<file path="src/rtl/branch_compare_stage.sv">
// -----------------------------------------------------------------------------
// branch_compare_stage
//
// Purpose:
//   Two-entry skid buffer that evaluates RV32I branch conditions. The branch
//   flags are computed once, when an entry is pushed, from the operands and
//   from the difference produced by an external DSP subtractor. The flags are
//   then held with the entry until the downstream stage pops it.
//
// Ports:
//   clk          - single clock, rising edge
//   rst_n        - asynchronous active-low reset
//   flush        - synchronous discard of all buffered entries (wins over push/pop)
//   in_valid     - upstream entry present
//   in_ready     - stage can accept an entry (count < 2, from registers only)
//   op_a, op_b   - rs1 / rs2 operands
//   diff         - op_a - op_b mod 2^32, from the external subtractor
//   funct3       - RV32I branch funct3
//   out_valid    - head entry present (count != 0)
//   out_ready    - downstream accepts the head entry
//   out_taken    - branch decision for the head entry
//   out_eq/lt/ltu- raw compare flags for the head entry
//   out_illegal  - head entry funct3 was 010 or 011
//   out_diff     - registered diff for the head entry
// -----------------------------------------------------------------------------
module branch_compare_stage (
  input  logic        clk,
  input  logic        rst_n,
  input  logic        flush,
  input  logic        in_valid,
  output logic        in_ready,
  input  logic [31:0] op_a,
  input  logic [31:0] op_b,
  input  logic [31:0] diff,
  input  logic [2:0]  funct3,
  output logic        out_valid,
  input  logic        out_ready,
  output logic        out_taken,
  output logic        out_eq,
  output logic        out_lt,
  output logic        out_ltu,
  output logic        out_illegal,
  output logic [31:0] out_diff
);

  typedef struct packed {
    logic        taken;
    logic        eq;
    logic        lt;
    logic        ltu;
    logic        illegal;
    logic [31:0] diff;
  } entry_t;

  // Branch flag evaluation from the shared subtractor result. When the sign
  // bits differ the subtraction may overflow, so the operand signs decide.
  function automatic entry_t compute_entry(
    input logic [31:0] a,
    input logic [31:0] b,
    input logic [31:0] d,
    input logic [2:0]  f
  );
    entry_t e;
    e.diff    = d;
    e.eq      = (d == 32'd0);
    e.lt      = (a[31] != b[31]) ? a[31] : d[31];
    e.ltu     = (a[31] != b[31]) ? b[31] : d[31];
    e.illegal = 1'b0;
    case (f)
      3'b000:  e.taken = e.eq;
      3'b001:  e.taken = ~e.eq;
      3'b100:  e.taken = e.lt;
      3'b101:  e.taken = ~e.lt;
      3'b110:  e.taken = e.ltu;
      3'b111:  e.taken = ~e.ltu;
      default: begin
        e.taken   = 1'b0;
        e.illegal = 1'b1;
      end
    endcase
    return e;
  endfunction

  logic [1:0] r_count;
  entry_t     r_slot0;   // head entry
  entry_t     r_slot1;   // entry behind the head

  logic [1:0] w_count_nxt;
  entry_t     w_slot0_nxt;
  entry_t     w_slot1_nxt;
  entry_t     w_new;
  logic       w_push;
  logic       w_pop;

  assign w_new  = compute_entry(op_a, op_b, diff, funct3);
  assign w_push = in_valid && in_ready;
  assign w_pop  = out_valid && out_ready;

  // Next-state for occupancy and storage slots; flush overrides any handshake.
  always_comb begin
    w_count_nxt = r_count;
    w_slot0_nxt = r_slot0;
    w_slot1_nxt = r_slot1;
    if (flush) begin
      w_count_nxt = 2'd0;
    end else begin
      case ({w_push, w_pop})
        2'b10: begin
          if (r_count == 2'd0) begin
            w_slot0_nxt = w_new;
          end else begin
            w_slot1_nxt = w_new;
          end
          w_count_nxt = r_count + 2'd1;
        end
        2'b01: begin
          w_slot0_nxt = r_slot1;
          w_count_nxt = r_count - 2'd1;
        end
        2'b11: begin
          // Push with pop only happens at count 1 (in_ready is low at 2),
          // so the new entry becomes the head directly.
          if (r_count == 2'd1) begin
            w_slot0_nxt = w_new;
          end else begin
            w_slot0_nxt = r_slot1;
            w_slot1_nxt = w_new;
          end
        end
        default: begin
          w_count_nxt = r_count;
        end
      endcase
    end
  end

  // State registers with asynchronous reset clearing all entries.
  always_ff @(posedge clk or negedge rst_n) begin
    if (!rst_n) begin
      r_count <= 2'd0;
      r_slot0 <= '0;
      r_slot1 <= '0;
    end else begin
      r_count <= w_count_nxt;
      r_slot0 <= w_slot0_nxt;
      r_slot1 <= w_slot1_nxt;
    end
  end

  assign in_ready    = (r_count < 2'd2);
  assign out_valid   = (r_count != 2'd0);
  assign out_taken   = r_slot0.taken;
  assign out_eq      = r_slot0.eq;
  assign out_lt      = r_slot0.lt;
  assign out_ltu     = r_slot0.ltu;
  assign out_illegal = r_slot0.illegal;
  assign out_diff    = r_slot0.diff;

endmodule

</file>
<file path="config.mk">
export PLATFORM = sky130hd
export DESIGN_NAME = branch_compare_stage
export DESIGN_NICKNAME = d
export VERILOG_FILES = /design/src/rtl/branch_compare_stage.sv
export SDC_FILE = /design/constraint.sdc
export NUM_CORES = 1
export LEC_CHECK = 0
export ABC_AREA = 1
export CORE_UTILIZATION = 30
export DETAILED_ROUTE_END_ITERATION = 7
export HOLD_SLACK_MARGIN = 0.02
export PLACE_DENSITY = 0.67
export SETUP_SLACK_MARGIN = 0.4
export SYNTH_ARGS = -nofsm -noshare
export SYNTH_HDL_FRONTEND = slang
export SYNTH_SLANG_ARGS = --single-unit
</file>
<file path="constraint.sdc">
create_clock -name clk -period 1.85 [get_ports clk]
set_input_delay 0.185 -clock clk [delete_from_list [all_inputs] [get_ports clk]]
set_output_delay 0.185 -clock clk [all_outputs]
set_load 0.02 [all_outputs]
</file>
==> results of run 1 <==
## registers in the layout (all words and copies together), names as in the netlist
| register | count |
|---|---|
| out_diff | 32 |
| out_eq | 1 |
| out_illegal | 1 |
| out_lt | 1 |
| out_ltu | 1 |
| out_taken | 1 |
| r_count | 2 |
| r_slot1 | 37 |
## final timing paths
path	startpoint	end	slack, ns	cells past startpoint
max	r_count[1]	out_lt	0.23	11
min	diff[10]	r_slot1[10]	0.14	3
max reg2reg	r_count[1]	out_lt	0.23	11
min reg2reg	out_lt	out_lt	0.47	2
max in group asynchronous	rst_n	out_ltu	1.03	3
min in group asynchronous	rst_n	out_diff[20]	0.17	2
## cell type report
cell class,instances,share of cell area [%]
Clock buffer,13,4.62
Clock inverter,3,1.15
Inverter,19,1.90
Multi-Input combinational cell,332,32.5
Sequential cell,76,32.5
Tap cell,168,3.59
Timing Repair Buffer,119,23.7
Timing Repair inverter,1,0.0855
## worst register-to-register path, cell delays in order, from the launching register on
cell                       delay (ns)
sky130_fd_sc_hd__dfrtp_1         0.39
sky130_fd_sc_hd__inv_4           0.09
sky130_fd_sc_hd__ha_4            0.17
sky130_fd_sc_hd__inv_6           0.05
sky130_fd_sc_hd__nand2_4         0.07
sky130_fd_sc_hd__inv_6           0.05
sky130_fd_sc_hd__o21ai_4         0.17
sky130_fd_sc_hd__buf_6           0.16
sky130_fd_sc_hd__inv_12          0.06
sky130_fd_sc_hd__buf_12          0.15
sky130_fd_sc_hd__o211ai_1        0.09
sky130_fd_sc_hd__nand2_1         0.07
## cells by family after synthesis
group,Yosys count,share of synthesized area (%)
flip-flops,76,50.5
buffers and inverters,40,6.68
AND/OR/NAND/NOR,245,25.1
adder cells (fa/ha/maj),2,0.665
AO/OA/AOI/OAI,85,17.0
## routing by layer
layer  GRT usage, %  up-vias  share of wire (%)
met3           4.30       21                4.9
met2           28.7       93                 50
met4           6.75        0                1.8
met1           21.7     1675                 43
li1               -     1647                  -
met5              0        -                  0
## cell usage in the layout (no fill, tap or decap), drive strengths merged
cell type | netlist | routed
nand2 | 170 | 170
dfrtp | 76 | 76
nor2 | 69 | 69
a21oi | 67 | 67
dlygate4sd2 | 0 | 38
buf | 20 | 36
clkdlybuf4s50 | 0 | 34
inv | 19 | 19
clkbuf | 1 | 16
o21ai | 14 | 14
dlymetal6s2s | 0 | 6
nand3 | 4 | 4
o211ai | 2 | 2
bufinv | 0 | 2
nor3 | 2 | 2
ha | 2 | 2
a211oi | 1 | 1
a31oi | 1 | 1
clkinvlp | 0 | 1
clkinv | 0 | 1
dlygate4sd3 | 0 | 1
clkdlybuf4s15 | 0 | 1
## metrics by stage
stage	cells	total power, uW	setup WS [ns]	hold WS, ns	area, sq um
after detailed placement	692	6470	0.0683	-0.0279	4800
after CTS	724	8810	0.260	0.179	5520
after global placement	692	6360	0.108	-0.0240	4800
after floorplan	448	5070	0.386	-0.111	3830
final	731	9230	0.231	0.143	5850
after global routing	731	9770	0.154	0.194	5850
## power by group through the flow
stage	registers, uW	logic, uW	clock network, uW
floorplan	3320	1740	0
global placement	2880	3480	0
detailed placement	2900	3570	0
CTS	2930	3880	2000
global route	3130	4550	2080
finish	3040	4210	1980
## what timing repair did
action / in CTS / in global routing
hold buffers: 1 / 0
resized for setup: 102 / 65
gates cloned: 6 / 4
endpoints found under the hold margin: 76 / 0
setup endpoints to repair: 106 / 77
setup buffers: 9 / 3
pin swaps: 2 / 4
## synth_stat cells
library cell	n	area, sq um
sky130_fd_sc_hd__a21oi_1	13	65.1
sky130_fd_sc_hd__a211oi_1	1	7.51
sky130_fd_sc_hd__inv_4	1	6.26
sky130_fd_sc_hd__a31oi_1	1	6.26
sky130_fd_sc_hd__nand2_1	167	627
sky130_fd_sc_hd__inv_1	12	45.0
sky130_fd_sc_hd__o21ai_2	1	8.76
sky130_fd_sc_hd__inv_2	6	22.5
sky130_fd_sc_hd__nor3_1	2	10.0
sky130_fd_sc_hd__a21oi_2	54	473
sky130_fd_sc_hd__buf_6	3	33.8
sky130_fd_sc_hd__clkbuf_1	1	3.75
sky130_fd_sc_hd__nand3_1	4	20.0
sky130_fd_sc_hd__buf_2	10	50.1
sky130_fd_sc_hd__o21ai_0	13	65.1
sky130_fd_sc_hd__dfrtp_1	76	1900
sky130_fd_sc_hd__buf_4	4	30.0
sky130_fd_sc_hd__nand2_2	1	6.26
sky130_fd_sc_hd__nor2_1	69	259
sky130_fd_sc_hd__buf_12	3	60.1
sky130_fd_sc_hd__nand2_4	2	22.5
sky130_fd_sc_hd__ha_1	2	25.0
sky130_fd_sc_hd__o211ai_1	2	15.0
==> PnR_summary.wiki, run 1 <==
{| class="wikitable"
! Metric !! Value
|-
| Area used by sequential logic in the layout || 0.00190 sq mm
|-
| Core region area || 0.0121 sq mm
|-
| Startpoint kind of the worst setup timing path || flip-flop
|-
| Buf/Inv on CP || 6
|-
| Fraction of final layout cells with drive strength greater than 1 || 29.5%
|-
| Boundary Pins || 143
|-
| Post-layout net count || 664
|-
| Worst path cell trace || inv_4 -> ha_4 -> inv_6 -> nand2_4 -> inv_6 -> o21ai_4 -> buf_6 -> inv_12 -> buf_12 -> o211ai_1 -> nand2_1
|-
| Synthesized Nets || 554
|-
| Class of the worst hold path || input pin to flip-flop
|-
| Combined area of the multi-input logic cells || 0.00190 sq mm
|-
| Number of buffers created by CTS || 9
|-
| Antenna violations before repair || 0
|-
| # clock sinks || 76
|-
| Ys Warns || 0
|-
| Power share of the combinational group || 45.6%
|-
| Switching part of the total || 38.7%
|-
| Final number of hold-violating endpoints || 0
|-
| Average footprint of a synthesized cell || 8.40 sq um
|-
| GR Overflow Total || 0
|-
| First-pass GRT wire length || 16.9 mm
|-
| Sequential fraction of the synthesis area || 50.5%
|-
| Post-synthesis cell count || 448
|-
| Unrepaired setup endpoints after global routing || true
|-
| Initial Utilization || 31.1%
|-
| Portion of total power attributed to sequential cells || 32.9%
|-
| DR vias || 3,436
|-
| Iteration-0 DRC Markers || 212
|-
| Final-layout fill cell count || 1,131
|-
| Clock-pin transition on the worst setup and hold timing paths || 0.06 ns
|-
| Category of the critical setup timing path || flip-flop to flip-flop
|-
| Detailed placer's ending HPWL || 6.60 mm
|-
| DR WL/cell || 15.2 microns
|-
| Critical-path top delay cell || sky130_fd_sc_hd__dfrtp_1
|-
| Peak per-stage delay on the critical path || 0.39 ns
|-
| Max cap viols || 0
|-
| Net switching power figure || 3570 uW
|-
| Actual transition at the worst max-transition pin || 0.500 ns
|-
| Global placer's final weighted congestion || 0.806
|-
| Vias per cell || 4.70
|-
| Clock tree from TritonCTS || built
|-
| Distinct cell type count after synthesis || 23
|-
| Internal power || 5660 uW
|-
| Clock latency on the worst-skew pair || 0.35 ns
|-
| Number of buffers on the longest clock path || 2
|-
| Fmax || 618 MHz
|-
| Signal arrival time at the worst endpoint || 1.85 ns
|-
| Post-route core utilization || 48.3%
|-
| Count of port buffers added during placement || 80
|-
| Final max-slew violation count || 0
|-
| Number of setup violations in the final report || 0
|-
| Die width || 114 microns
|-
| Post-detailed-routing wire length || 11.1 mm
|-
| Post-DRT Antenna Nets || 0
|-
| Dominant cell type by count on the critical path || sky130_fd_sc_hd__inv_6
|-
| Clock share of power || 21.5%
|-
| Number of inserted diodes || 0
|-
| Die outline area || 0.0130 sq mm
|-
| Maximum VDD drop || 535 uV
|-
| Die boundary height || 114 microns
|-
| CP Max Fanout || 7
|-
| Largest clock skew in the final design || 0.00636 ns
|-
| Outcome || completed
|-
| Power per cell area || 1580 mW/mm^2
|-
| Num rows || 40
|-
| Clock Root Buffer || sky130_fd_sc_hd__clkbuf_16
|-
| Mapped cell area || 0.00376 sq mm
|-
| Setup TNS Final || 0 ns
|-
| Pin count of the biggest net entering global routing || 39
|-
| Synthesized flop and latch total || 76
|-
| Worst-case headroom to the max-slew limit || 66.7%
|-
| Router iterations before antenna repair || 4
|-
| Worst Setup End Kind || flip-flop
|-
| Required arrival time at the worst endpoint || 2.09 ns
|-
| DRC errors left || 0
|-
| Top cell family by delay on the critical path || buffers and inverters
|-
| Post-layout min period || 1.62 ns
|-
| Number of global-route vias before repair || 3,363
|-
| CTS H-tree lvls || 3
|-
| Post-route clock period utilization || 87.5%
|-
| All-Layer GR Usage || 17.3%
|-
| Leakage power || 0.00260 uW
|-
| Area Overhead vs Synth || 55.6%
|}
Power figures use the tool's default switching activity.
==> run 2: changes to the inputs <==
Clock period 1.85 ns to 1.64 ns, I/O delays scaled along.
==> PnR_summary.wiki, run 2 (synthesis gave the netlist of run 1 again) <==
{| class="wikitable"
! Metric !! Value
|-
| Outcome || completed (unchanged)
|-
| Switching part of the total || 38.9% (was 38.7%)
|-
| Boundary Pins || 143 (unchanged)
|-
| Required arrival time at the worst endpoint || 1.86 ns (was 2.09 ns)
|-
| Post-DRT Antenna Nets || 0 (unchanged)
|-
| Initial Utilization || 31.1% (unchanged)
|-
| Maximum VDD drop || 569 uV (was 535 uV)
|-
| DR WL/cell || 14.1 microns (was 15.2 microns)
|-
| Worst-case headroom to the max-slew limit || 75.7% (was 66.7%)
|-
| Final max-slew violation count || 0 (unchanged)
|-
| Post-layout net count || 687 (was 664)
|-
| CP Max Fanout || 13 (was 7)
|-
| Actual transition at the worst max-transition pin || 0.365 ns (was 0.500 ns)
|-
| Post-detailed-routing wire length || 10.6 mm (was 11.1 mm)
|-
| Signal arrival time at the worst endpoint || 1.77 ns (was 1.85 ns)
|-
| Leakage power || 0.00272 uW (was 0.00260 uW)
|-
| Number of inserted diodes || 0 (unchanged)
|-
| DR vias || 3,438 (was 3,436)
|-
| Net switching power figure || 3750 uW (was 3570 uW)
|-
| Post-layout min period || 1.55 ns (was 1.62 ns)
|-
| Fraction of final layout cells with drive strength greater than 1 || 32.1% (was 29.5%)
|-
| Iteration-0 DRC Markers || 181 (was 212)
|-
| Global placer's final weighted congestion || 0.806 (unchanged)
|-
| Internal power || 5900 uW (was 5660 uW)
|-
| Clock-pin transition on the worst setup and hold timing paths || 0.06 ns (about the same)
|-
| Worst hold slack across all endpoints || 0.288 ns (was 0.143 ns)
|-
| Peak per-stage delay on the critical path || 0.39 ns (about the same)
|-
| Critical-path top delay cell || sky130_fd_sc_hd__dfrtp_1 (unchanged)
|-
| Detailed placer's ending HPWL || 6.96 mm (was 6.60 mm)
|-
| Number of global-route vias before repair || 3,325 (was 3,363)
|-
| Die outline area || 0.0130 sq mm (unchanged)
|-
| Setup slack, reg-to-reg || 0.09 ns (was 0.23 ns)
|-
| Clock share of power || 18.9% (was 21.5%)
|-
| Dominant cell type by count on the critical path || sky130_fd_sc_hd__inv_6 (unchanged)
|-
| Setup TNS Final || 0 ns (unchanged)
|-
| Post-route clock period utilization || 94.6% (was 87.5%)
|-
| Largest clock skew in the final design || 0.00697 ns (was 0.00636 ns)
|-
| Pin count of the biggest net entering global routing || 53 (was 39)
|-
| Register with the most flip-flops || r_slot1 (unchanged)
|-
| DRC errors left || 0 (unchanged)
|-
| Fmax || 644 MHz (was 618 MHz)
|-
| Number of buffers on the longest clock path || 2 (unchanged)
|-
| Worst path cell trace || inv_4 -> ha_4 -> inv_6 -> nand2_4 -> inv_6 -> o21ai_4 -> inv_2 -> buf_6 -> nor2_1 -> a21oi_2 (was inv_4 -> ha_4 -> inv_6 -> nand2_4 -> inv_6 -> o21ai_4 -> buf_6 -> inv_12 -> buf_12 -> o211ai_1 -> nand2_1)
|-
| All-Layer GR Usage || 16.4% (was 17.3%)
|-
| Portion of total power attributed to sequential cells || 34.6% (was 32.9%)
|-
| Category of the critical setup timing path || flip-flop to flip-flop (unchanged)
|-
| Die width || 114 microns (unchanged)
|-
| GR Overflow Total || 0 (unchanged)
|-
| Router iterations before antenna repair || 4 (unchanged)
|-
| Clock latency on the worst-skew pair || 0.33 ns (was 0.35 ns)
|-
| Power per cell area || 1660 mW/mm^2 (was 1580 mW/mm^2)
|-
| # clock sinks || 76 (unchanged)
|-
| Most frequent cells in the layout || sky130_fd_sc_hd__nand2_1 (155), sky130_fd_sc_hd__dfrtp_1 (76), sky130_fd_sc_hd__a21oi_2 (54) (was sky130_fd_sc_hd__nand2_1 (158), sky130_fd_sc_hd__dfrtp_1 (76), sky130_fd_sc_hd__a21oi_2 (54))
|-
| Max reg flops || 37 (unchanged)
|-
| Clock tree from TritonCTS || built (unchanged)
|-
| Num rows || 40 (unchanged)
|-
| Final number of hold-violating endpoints || 0 (unchanged)
|-
| Antenna violations before repair || 0 (unchanged)
|-
| Number of setup violations in the final report || 0 (unchanged)
|-
| Unrepaired setup endpoints after global routing || true (unchanged)
|-
| Max cap viols || 0 (unchanged)
|-
| Core region area || 0.0121 sq mm (unchanged)
|-
| Most common cell after layout, fill and taps aside || sky130_fd_sc_hd__nand2_1 (unchanged)
|-
| Count of port buffers added during placement || 80 (unchanged)
|-
| Clock Root Buffer || sky130_fd_sc_hd__clkbuf_16 (unchanged)
|-
| Die boundary height || 114 microns (unchanged)
|-
| First-pass GRT wire length || 16.4 mm (was 16.9 mm)
|-
| CTS H-tree lvls || 3 (unchanged)
|-
| Power share of the combinational group || 46.5% (was 45.6%)
|-
| Worst Setup End Kind || flip-flop (unchanged)
|-
| Startpoint kind of the worst setup timing path || flip-flop (unchanged)
|-
| Vias per cell || 4.57 (was 4.70)
|-
| Area Overhead vs Synth || 54.1% (was 55.6%)
|-
| Number of buffers created by CTS || 9 (unchanged)
|-
| Class of the worst hold path || input pin to async pin (was input pin to flip-flop)
|}
-- run 2: worst paths after layout --
| check | from | endpoint | cells past startpoint |
|---|---|---|---|
| max | r_count[1] | out_diff[13] | 10 |
| min reg2reg | r_slot1[18] | r_slot1[18] | 2 |
| max reg2reg | r_count[1] | out_diff[13] | 10 |
| min | rst_n | out_diff[25] | 2 |
| max in group asynchronous | rst_n | out_diff[20] | 3 |
| min in group clk | r_slot1[18] | r_slot1[18] | 2 |
-- run 2: stage by stage --
| step | utilization [%] | setup slack (ns) | std cells | cell area, sq um | total power, uW |
|---|---|---|---|---|---|
| 3_5_place_dp | 41.7 | -0.0736 | 721 | 5050 | 7440 |
| 5_1_grt | 47.9 | 0.000289 | 753 | 5800 | 10300 |
| 6_report | 47.9 | 0.0883 | 753 | 5800 | 9650 |
| 4_1_cts | 45.4 | 0.0850 | 744 | 5490 | 9440 |
| 2_1_floorplan | - | 0.176 | 448 | 3860 | 5750 |
| 3_3_place_gp | 41.7 | -0.0481 | 721 | 5050 | 7280 |
-- run 2: layout make-up --
cell class | count | area, sq um
Multi-Input combinational cell | 332 | 1790
Sequential cell | 76 | 1900
Fill cell | 1171 | 6310
Inverter | 19 | 98.8
Timing Repair Buffer | 143 | 1520
Clock buffer | 13 | 260
Tap cell | 168 | 210
Clock inverter | 2 | 10.0
-- run 2: what timing repair did --
item,in CTS,in global routing
setup buffers,6,5
hold buffers,1,0
gates resized for setup,61,73
gates cloned,1,4
pin swaps,1,8
endpoints found under the hold margin,24,0
setup endpoints to repair,115,111
-- run 2: routing by layer --
| metal | global-route usage (%) | share of wire, % | vias to the layer above |
|---|---|---|---|
| met5 | 0 | 0 | - |
| met4 | 5.02 | 1.0 | 0 |
| met3 | 3.67 | 4.4 | 8 |
| met2 | 27.2 | 50 | 85 |
| met1 | 21.2 | 45 | 1659 |
| li1 | - | - | 1686 |
-- run 2: power by group through the flow --
stage                     Clock (uW)  Sequential [uW]  Combinational, uW
after detailed placement           0             3300               4140
final                           1820             3340               4490
after global placement             0             3260               4030
after global routing            1950             3430               4880
after CTS                       1850             3310               4280
after floorplan                    0             3750               2000
-- run 2: critical path, delay by kind of cell, from the launching register on --
kind | cells | cell delay, ns
buf+inv | 5 | 0.45
flops | 1 | 0.39
simple gates | 2 | 0.19
compound gates | 2 | 0.23
fa+ha+maj | 1 | 0.16
